**src/rtl/uart_tx.sv**
```systemverilog
// rtl/uart_tx.sv - 8-bit UART transmitter with fractional-baud phase accumulator
// Optional parity bit after data bit 7 when UART_TX_PARITY_EN is defined.
`timescale 1ns/1ps
module uart_tx #(
  parameter int CLOCK_HZ   = 48600000,
  parameter int BAUD       = 115200,
  parameter int STOP_BITS  = 1,
  parameter int PARITY_ODD = 0
) (
  input  logic       clock,
  input  logic       reset_n,
  input  logic [7:0] in_data,
  input  logic       in_valid,
  output logic       in_ready,
  output logic       busy,
  output logic       tx
);

  localparam logic [2:0] S_IDLE  = 3'd0;
  localparam logic [2:0] S_START = 3'd1;
  localparam logic [2:0] S_DATA  = 3'd2;
  localparam logic [2:0] S_STOP  = 3'd4;
`ifdef UART_TX_PARITY_EN
  localparam logic [2:0] S_PARITY = 3'd3;
  localparam logic       ODD      = (PARITY_ODD != 0);
`endif

  localparam logic [31:0] CLOCK_W   = 32'(CLOCK_HZ);
  localparam logic [31:0] BAUD_W    = 32'(BAUD);
  localparam logic        STOP_LAST = (STOP_BITS == 2);

  if (STOP_BITS < 1 || STOP_BITS > 2 || PARITY_ODD < 0 || PARITY_ODD > 1 ||
      CLOCK_HZ < 2 * BAUD) begin : g_param_check
    $error("uart_tx: illegal parameter combination");
  end

  logic [2:0]  state;
  logic [7:0]  shreg;
  logic [2:0]  bit_cnt;
  logic        stop_cnt;
  logic [31:0] acc;
  logic [31:0] acc_sum;
  logic        tick;
`ifdef UART_TX_PARITY_EN
  logic        parity;
`endif

  // acc stays below CLOCK_HZ and BAUD <= CLOCK_HZ/2, so the sum cannot wrap 32 bits
  always_comb begin
    acc_sum = acc + BAUD_W;
    tick    = (acc_sum >= CLOCK_W);
  end

  assign in_ready = (state == S_IDLE);
  assign busy     = (state != S_IDLE);

  always_ff @(posedge clock) begin
    if (!reset_n) begin
      state    <= S_IDLE;
      shreg    <= 8'h00;
      bit_cnt  <= 3'd0;
      stop_cnt <= 1'b0;
      acc      <= 32'd0;
      tx       <= 1'b1;
`ifdef UART_TX_PARITY_EN
      parity   <= 1'b0;
`endif
    end else if (state == S_IDLE) begin
      if (in_valid) begin
        state    <= S_START;
        shreg    <= in_data;
        bit_cnt  <= 3'd0;
        stop_cnt <= 1'b0;
        acc      <= 32'd0;
        tx       <= 1'b0;
`ifdef UART_TX_PARITY_EN
        parity   <= (^in_data) ^ ODD;
`endif
      end
    end else begin
      acc <= tick ? (acc_sum - CLOCK_W) : acc_sum;
      if (tick) begin
        case (state)
          S_START: begin
            state   <= S_DATA;
            tx      <= shreg[0];
            shreg   <= {1'b0, shreg[7:1]};
            bit_cnt <= 3'd0;
          end
          S_DATA: begin
            if (bit_cnt != 3'd7) begin
              bit_cnt <= bit_cnt + 3'd1;
              tx      <= shreg[0];
              shreg   <= {1'b0, shreg[7:1]};
            end else begin
`ifdef UART_TX_PARITY_EN
              state <= S_PARITY;
              tx    <= parity;
`else
              state <= S_STOP;
              tx    <= 1'b1;
`endif
            end
          end
`ifdef UART_TX_PARITY_EN
          S_PARITY: begin
            state <= S_STOP;
            tx    <= 1'b1;
          end
`endif
          S_STOP: begin
            if (stop_cnt != STOP_LAST) begin
              stop_cnt <= 1'b1;
            end else begin
              state <= S_IDLE;
            end
          end
          default: begin
            state <= S_IDLE;
            tx    <= 1'b1;
          end
        endcase
      end
    end
  end

endmodule

```
**config.mk**
```make
export PLATFORM = sky130hd
export DESIGN_NAME = uart_tx
export DESIGN_NICKNAME = d
export VERILOG_FILES = /design/src/rtl/uart_tx.sv
export SDC_FILE = /design/constraint.sdc
export NUM_CORES = 1
export LEC_CHECK = 0
export CAP_MARGIN = 20
export CORE_MARGIN = 3
export CORE_UTILIZATION = 56
export CTS_BUF_LIST = sky130_fd_sc_hd__clkbuf_4 sky130_fd_sc_hd__clkbuf_8 sky130_fd_sc_hd__clkbuf_16
export DETAILED_ROUTE_END_ITERATION = 6
export MAX_ROUTING_LAYER = met4
export PLACE_DENSITY = 0.85
export SLEW_MARGIN = 20
export SYNTH_ARGS = -nofsm -noshare
export SYNTH_HDL_FRONTEND = slang
export SYNTH_SLANG_ARGS = --single-unit
```
**constraint.sdc**
```tcl
create_clock -name clock -period 7.7 [get_ports clock]
set_input_delay 1.155 -clock clock [delete_from_list [all_inputs] [get_ports clock]]
set_output_delay 1.155 -clock clock [all_outputs]
set_load 0.03 [all_outputs]
```
==> results of run 1 <==
kinds of logic (layout without fill, tap and decap cells):
family | after synthesis | count (layout) | share of synthesized area [%]
fa+ha+maj | 6 | 6 | 2.23
xor+xnor | 23 | 23 | 5.99
flops | 41 | 41 | 24.4
compound gates | 157 | 157 | 32.8
simple gates | 169 | 169 | 26.9
mux | 3 | 3 | 0.929
buf+inv | 49 | 45 | 6.84
cells in the mapped netlist (all sizes together) (5+ instances only):
cell    number
a211o        7
a211oi      11
a21oi       33
a22oi        5
a311oi      10
a31oi       10
and3         8
buf         17
clkbuf      11
dfxtp       41
ha           6
inv         20
nand2       51
nand3       21
nand4        5
nor2        37
nor3         9
nor4         6
o211ai       8
o21ai       37
o22ai        7
or3         13
xnor2       17
xor2         6
registers in the layout (all words and copies together) (netlist names):
| register | count |
|---|---|
| acc | 26 |
| bit_cnt | 3 |
| shreg | 8 |
| state | 3 |
| tx | 1 |
worst reg2reg max path, cell delays in order, from the launching register on:
cell and delay [ns]:
dfxtp_1 0.47, ha_1 0.44, nand4_4 0.25, a2111oi_4 0.52, and3_1 0.30, a31oi_1 0.18
or4_1 0.61, nor2_2 0.60, o2111ai_1 0.27, a211o_1 0.30, o21ai_0 0.07
layout make-up:
cell class / instances / area, sq um / share of cell area, %
Clock inverter: 2 / 38.8 / 1.09
Sequential cell: 41 / 821 / 23.0
Tap cell: 72 / 90.1 / 2.52
Multi-Input combinational cell: 358 / 2310 / 64.8
Timing Repair Buffer: 16 / 153 / 4.27
Clock buffer: 6 / 76.3 / 2.14
Inverter: 21 / 78.8 / 2.21
per-layer routing:
layer,GRT usage [%],routed length (um),vias to the layer above
met5,-,0,-
met4,10.4,247,0
met3,3.46,662,35
met2,40.1,4000,164
met1,35.2,4040,1644
li1,-,-,1659
power by group:
group,internal [mW],total [mW],switching (mW)
registers,0.223,0.239,0.0160
clock network,0.101,0.187,0.0858
logic,0.0570,0.158,0.101
worst max path at each step:
stage / start / endpoint / slack, ns / cells after the start
2_1_floorplan: acc[9] / acc[31] / 4.40 / 13
3_3_place_gp: acc[9] / acc[22] / 3.88 / 10
3_5_place_dp: acc[9] / acc[22] / 3.73 / 10
4_1_cts: acc[9] / acc[16] / 3.71 / 10
5_1_grt: acc[9] / acc[16] / 3.41 / 10
6_report: acc[9] / acc[22] / 3.65 / 10
stage by stage:
stage,total power [mW],worst slack [ns],hold slack (ns),cell area [sq um]
floorplan,0.363,4.40,0.440,3370
global placement,0.394,3.88,0.448,3460
detailed placement,0.398,3.73,0.464,3460
CTS,0.582,3.71,0.477,3570
global route,0.611,3.41,0.502,3570
finish,0.584,3.65,0.473,3570
==> results.toml, run 1 <==
[run_status]
status = "finished clean"

[setup_path]
timing.rr.end = "acc[22]"
worstPathRequired_ns = 7.94
path_delay_family = "simple AND/OR/NAND/NOR gates"
r2r_cells = 10
r2r_slack_ns = 3.65
end_kind = "register"
cp_max_fo = 17
crit_type = "reg -> reg"
cp_cell_sequence = "ha_1 > nand4_4 > a2111oi_4 > and3_1 > a31oi_1 > or4_1 > nor2_2 > o2111ai_1 > a211o_1 > o21ai_0"
critPathArrivalTime_ns = 4.29
crit_buf_inv = 0
slowest_stage = "or4_1"
crit_path_max_incr_delay_ns = 0.61
startpoint_type = "register"
r2r-start = "acc[9]"

[sta]
skew_ns = 0.0122
report.final.hold_viol_count = 0
drv_slew = 0
tns_ns = 0
fin_crit_ns = 4.05
finalCritPeriodShare_pct = 52.6
rsz0062_at_grt = "no"
setup-violations-final = 0
slew_headroom_pct = 35.7
timing.fmax_ghz = 0.247
tightest_slew_ns = 0.960

[synth]
async_flop_share_pct = 0
yosys_register_bits = 41
syn_area_per_cell_sq_um = 7.51
seq_area_frac_synth_pct = 24.4
synth_top_area_share_pct = 24.4
synth_cells = 448
syn_area_sq_mm = 0.00337
synth.largest_area_cell = "dfxtp_1"
ys.flop_type = "dfxtp_1"
ys.warnings.count = 0
syn-num-nets = 465
synth_area_leaders = "dfxtp_1 (24%), nand2_1 (5.7%), a21oi_1 (4.8%), o21ai_0 (4.8%), xnor2_1 (4.4%)"
synth_edf_count = 0
yosysUniqueCellTypes = 72

[clock_network]
clk_latency_ns = 0.31
post_cts_buffers = 0
ctsResizeCount = 0
cts.htree.levels = 2
cts.sinks = 41
cts_buffers = 5
cts_hold_buf = 0
clockBufferDepth = 2
cts-root-buf = "clkbuf_8"
clkTransAtPathRegs_ns = 0.09
cts_tree = "built"

[placement]
dp_cells = 508
place_hpwl_um = 6380
port_buffers = 13
gp_congestion = 0.989

[final_layout]
fin_util_pct = 62.9
fillers = 493
final_common_cell = "nand2_1"
syn_to_final_growth_pct = 6.13
drive_gt1_share_pct = 7.88
final_cell_mix = "nand2_1 (51), dfxtp_1 (41), nor2_1 (36)"
diodes = 0
layout.cells.non_filler = 516
fin_nets = 460

[worst_hold_path]
min_to = "bit_cnt[2]"
hp-class = "reg -> reg"
min-delay-start = "bit_cnt[2]"
hold_depth = 2

[die]
die_area_sq_mm = 0.00698
die_height_um = 83.5
core_sq_mm = 0.00568
io_pins = 14
rows = 27
die_x_um = 83.5
initial_utilization_pct = 59.3

[grt]
grt_pass1_wl_um = 15100
grt_antenna_before_repair = 0
grt_overflow_total = 0
grt_util_all_layers_pct = 26.2
grt_max_degree = 23
grt_pass1_vias = 3197

[routing]
firstDrtPassIters = 5
antenna_left = 0
vias = 3502
first_iter_violations = 369
route.detailed.drc = 0
routed_via_density = 6.79
wl_per_cell_um = 17.4
wl_um = 8950

[power_and_ir_drop]
p_per_area_mw_per_mm2 = 164
peakVddDrop_mv = 0.119
p_leak_nw = 1.19

[flow_run]
drv_cap = 0
No activity file was read; power rests on OpenSTA's default activity.
==> run 2: changes to the inputs <==
clock period = 3.75 ns   (was 7.7 ns; I/O delays follow)
==> run 2 against run 1 <==
  * Hold slack improved by 0.0028 ns
  * Combinational power up 130%
  * First-iteration DRC count down 30%
  * Global-route usage up 0.78 points
  * Highest routed layer unchanged
  * Worst setup slack got worse by 3.4 ns
  * Count of clock-buffer cells in the layout down 1
  * Largest cell class unchanged
  * Final cell count increased by 3.1%
  * Critical path depth is the same
==> results.toml, run 2 (same netlist as run 1, synthesis figures left out) <==
[run_status]
status = "finished clean"

[final_layout]
syn_to_final_growth_pct = 9.26
reg.largest.list = "acc: 26 flops, shreg: 8 flops"
final_cell_mix = "nand2_1 (51), dfxtp_1 (41), nor2_1 (36)"
largest_register_ffs = 26
layout.cells.non_filler = 532
diodes = 0
fin_util_pct = 64.8
fin_nets = 476
final_common_cell = "nand2_1"
regMostFlops = "acc"
drive_gt1_share_pct = 11.3

[worst_hold_path]
hp-class = "reg -> reg"
min_to = "bit_cnt[1]"
min-delay-start = "bit_cnt[1]"
hold_depth = 2

[die]
core_sq_mm = 0.00568
die_x_um = 83.5
die_height_um = 83.5
rows = 27
io_pins = 14
die_area_sq_mm = 0.00698
initial_utilization_pct = 59.3

[sta]
report.final.hold_viol_count = 0
drv_slew = 0
timing.fmax_ghz = 0.283
tns_ns = 0
slew_headroom_pct = 42.5
tightest_slew_ns = 0.849
fin_crit_ns = 3.54
finalCritPeriodShare_pct = 94.3
setup-violations-final = 0
skew_ns = 0.0140
worst_slack_ns = 0.213
rsz0062_at_grt = "no"

[setup_path]
critPathArrivalTime_ns = 3.75
crit_type = "reg -> reg"
crit_buf_inv = 0
cp_max_fo = 10
startpoint_type = "register"
slowest_stage = "nor4_4"
r2r-start = "acc[9]"
path_delay_family = "simple AND/OR/NAND/NOR gates"
r2r_cells = 10
cp_cell_sequence = "ha_1 > nand4_4 > a2111oi_4 > and3_1 > a31oi_1 > nor4_4 > nand2_1 > mux2_2 > o21ai_1 > a22o_1"
end_kind = "register"
worstPathRequired_ns = 3.97
timing.rr.end = "acc[20]"
crit_path_max_incr_delay_ns = 0.54
r2r_slack_ns = 0.21

[routing]
firstDrtPassIters = 5
antenna_left = 0
vias = 3506
wl_um = 9210
first_iter_violations = 257
routed_via_density = 6.59
wl_per_cell_um = 17.3
route.detailed.drc = 0

[clock_network]
cts_buffers = 5
cts.htree.levels = 2
clk_latency_ns = 0.31
cts_tree = "built"
clkTransAtPathRegs_ns = 0.10
cts-root-buf = "clkbuf_8"
cts_hold_buf = 0
post_cts_buffers = 0
cts.sinks = 41
clockBufferDepth = 2

[flow_run]
drv_cap = 0

[placement]
port_buffers = 13
place_hpwl_um = 6760
dp_cells = 524
gp_congestion = 0.991
dpl_worst_slack_ns = 0.303

[grt]
grt_pass1_vias = 3127
grt_overflow_total = 0
grt_antenna_before_repair = 0
grt_pass1_wl_um = 15200
grt_max_degree = 23
grt_util_all_layers_pct = 27.0

[power_and_ir_drop]
peakVddDrop_mv = 0.270
p_leak_nw = 1.25
p_per_area_mw_per_mm2 = 317
-- run 2: cell types whose count changed in the layout (fill, tap and decap cells not counted), sizes merged --
cell,previous run,this run
clkinvlp,0,1
inv,20,21
buf,3,19
clkbuf,6,5
bufinv,1,0
-- run 2: final cells by class --
type / instances / area [sq um]
inverters: 21 / 78.8
clock buffers: 5 / 68.8
well taps: 72 / 90.1
flip-flops and latches: 41 / 821
repair buffers: 32 / 273
multi-input cells: 358 / 2320
clock inverters: 3 / 25.0
fillers: 505 / 2000
-- run 2: worst max path at each step --
stage	start	to	slack, ns	cells after the start
2_1_floorplan	acc[9]	acc[31]	0.45	13
3_3_place_gp	acc[9]	acc[31]	0.33	10
3_5_place_dp	acc[9]	acc[10]	0.30	11
4_1_cts	acc[9]	acc[10]	0.26	11
5_1_grt	acc[9]	acc[25]	0.02	10
6_report	acc[9]	acc[20]	0.21	10
-- run 2: metal layers --
metal | up-vias | part of all wire [%] | GRT usage, %
li1 | 1691 | - | -
met1 | 1616 | 43 | 34.9
met2 | 174 | 46 | 42.9
met3 | 25 | 9.0 | 5.53
met4 | 0 | 2.1 | 8.04
met5 | - | 0 | -
-- run 2: per-stage QoR --
stage | hold slack [ns] | cell area, sq um | power, mW
after floorplan | 0.440 | 3370 | 0.745
after global placement | 0.449 | 3580 | 0.836
after detailed placement | 0.465 | 3580 | 0.841
after CTS | 0.479 | 3670 | 1.16
after global routing | 0.501 | 3680 | 1.22
final | 0.476 | 3680 | 1.17
-- run 2: tightest hold or removal path, delay by kind of cell, from the launching register on --
family             cells  cell delay, ns
AOI/OAI and AO/OA      1            0.06
DFF                    1            0.32
and+or+nand+nor        1            0.05
-- run 2: repair_timing --
action,CTS,global route
gates resized for setup,0,2
endpoints found under the setup margin,0,2
endpoints found under the hold margin,0,0
-- run 2: power breakdown --
part | total [mW] | switching (mW) | leakage, nW | internal [mW]
registers | 0.485 | 0.0264 | 0.333 | 0.458
logic | 0.361 | 0.228 | 0.876 | 0.133
clock network | 0.321 | 0.186 | 0.0447 | 0.135
==> run 3: changes to the inputs <==
CAP_MARGIN = default   (was 20)
PLACE_DENSITY = 0.82   (was 0.85)
==> run 3 against run 2 <==
  * Fmax hardly changed
  * Non-clock buffer count is 1 lower
  * Wire length is 2.1% higher
  * Die area stayed put
  * Global-route usage is 0.28 points higher
  * First-iteration DRC count is 58% higher
  * Combinational power is 5.8% lower
  * Critical path depth is 1 higher
  * Sequential cell count stayed put
  * Core utilization is 0.35 points higher
  * Final cell count is 0.19% lower
  * Power is 3.6% higher
==> results.toml, run 3 (same netlist as run 1, synthesis figures left out) <==
[placement]
gp_congestion = 0.980
placed_area_sq_mm = 0.00357
port_buffers = 13
dpl_worst_slack_ns = 0.0916
place_hpwl_um = 6710
dp_cells = 523

[setup_path]
critPathArrivalTime_ns = 3.79
worstPathRequired_ns = 4.00
crit_type = "reg -> reg"
cp_max_fo = 10
end_kind = "register"
startpoint_type = "register"

[power_and_ir_drop]
p_per_area_mw_per_mm2 = 327
p_switching_uw = 424
seqPwrFrac_pct = 40.3
switching_share_pct = 35.1
pwr-share-comb_pct = 28.2
p_int_uw = 783
peakVddDrop_mv = 0.174
clockPowerShare_pct = 31.6
p_leak_nw = 1.26

[clock_network]
cts_tree = "built"
clockBufferDepth = 2
cts_hold_buf = 0
clkTransAtPathRegs_ns = 0.09
cts-root-buf = "clkbuf_8"
cts_buffers = 5
cts.sinks = 41
clk_latency_ns = 0.30
cts.htree.levels = 2

[die]
rows = 27
io_pins = 14
die_height_um = 83.5
initial_utilization_pct = 59.3
die_x_um = 83.5
die_area_sq_mm = 0.00698
core_sq_mm = 0.00568

[routing]
routed_via_density = 6.69
vias = 3552
route.detailed.drc = 0
wl_per_cell_um = 17.7
first_iter_violations = 407
firstDrtPassIters = 5
antenna_left = 0
wl_um = 9400

[grt]
grt_overflow_total = 0
grt_pass1_wl_um = 15500
grt_antenna_before_repair = 0
grt_pass1_vias = 3270
grt_util_all_layers_pct = 27.3
grt_max_degree = 23

[final_layout]
final_common_cell = "nand2_1"
syn_to_final_growth_pct = 9.85
fin_nets = 475
diodes = 0
drive_gt1_share_pct = 11.1
layout.cells.non_filler = 531
fillers = 468
largest_register_ffs = 26
multi_input_area_sq_mm = 0.00233
reg.largest.list = "acc: 26 flops, shreg: 8 flops"
finalInstanceArea_sq_mm = 0.00370
register_area_sq_um = 821
regMostFlops = "acc"
final_cell_mix = "nand2_1 (50), dfxtp_1 (41), nor2_1 (36)"

[sta]
rsz0062_at_grt = "yes"
finalCritPeriodShare_pct = 94.4
slew_headroom_pct = 45.2
fin_crit_ns = 3.54
drv_slew = 0
tns_ns = 0
tightest_slew_ns = 0.819
skew_ns = 0.00480
report.final.hold_viol_count = 0
worst_slack_ns = 0.210
setup-violations-final = 0
timing.fmax_ghz = 0.282

[run_status]
status = "finished clean"

[worst_hold_path]
hp-class = "reg -> reg"

[flow_run]
drv_cap = 0
==> run 3: power by group through the flow <==
stage / Clock, mW / Combinational (mW) / Sequential, mW
5_1_grt: 0.399 / 0.373 / 0.489
3_3_place_gp: 0 / 0.327 / 0.495
2_1_floorplan: 0 / 0.261 / 0.484
3_5_place_dp: 0 / 0.333 / 0.496
6_report: 0.381 / 0.340 / 0.487
4_1_cts: 0.382 / 0.334 / 0.486
==> run 3: cell type report <==
class,instances,area share [%]
inverters,21,2.13
flip-flops and latches,41,22.2
clock inverters,3,1.25
well taps,72,2.44
multi-input cells,358,62.9
repair buffers,31,7.17
clock buffers,5,1.86
==> run 3: worst max-delay path, cell delays in order, from the launching register on <==
cell and delay, ns:
dfxtp_1 0.45, ha_1 0.29, nand4_4 0.23, a2111oi_4 0.45
buf_4 0.19, a311oi_1 0.08, a31oi_1 0.35, nor4_4 0.17
a211o_1 0.32, or3_1 0.37, or4b_1 0.47, nand3_1 0.10
==> run 3: worst paths after layout <==
check                           startpoint         end  slack (ns)  depth (start not counted)
worst max-delay path                acc[9]     acc[31]        0.21                         11
worst min-delay path            bit_cnt[2]  bit_cnt[2]        0.47                          2
worst max register to register      acc[9]     acc[31]        0.21                         11
worst min register to register  bit_cnt[2]  bit_cnt[2]        0.47                          2
==> run 3: through the flow <==
stage                     hold slack (ns)  power (mW)  utilization (%)
after global placement              0.451       0.822             62.9
final                               0.468        1.21             65.1
after floorplan                     0.440       0.745                -
after CTS                           0.471        1.20             64.9
after global routing                0.508        1.26             65.1
after detailed placement            0.458       0.829             62.9
==> run 3: routing by layer <==
metal	vias to the layer above	GRT usage [%]	share of wire (%)
met5	-	-	0
met4	0	8.92	1.9
met3	20	3.46	8.0
met2	178	41.8	45
met1	1662	37.4	45
li1	1692	-	-
==> run 3: timing repair <==
item,in CTS,in global routing
gates resized for setup,0,3
setup endpoints to repair,0,10
buffers inserted,0,0
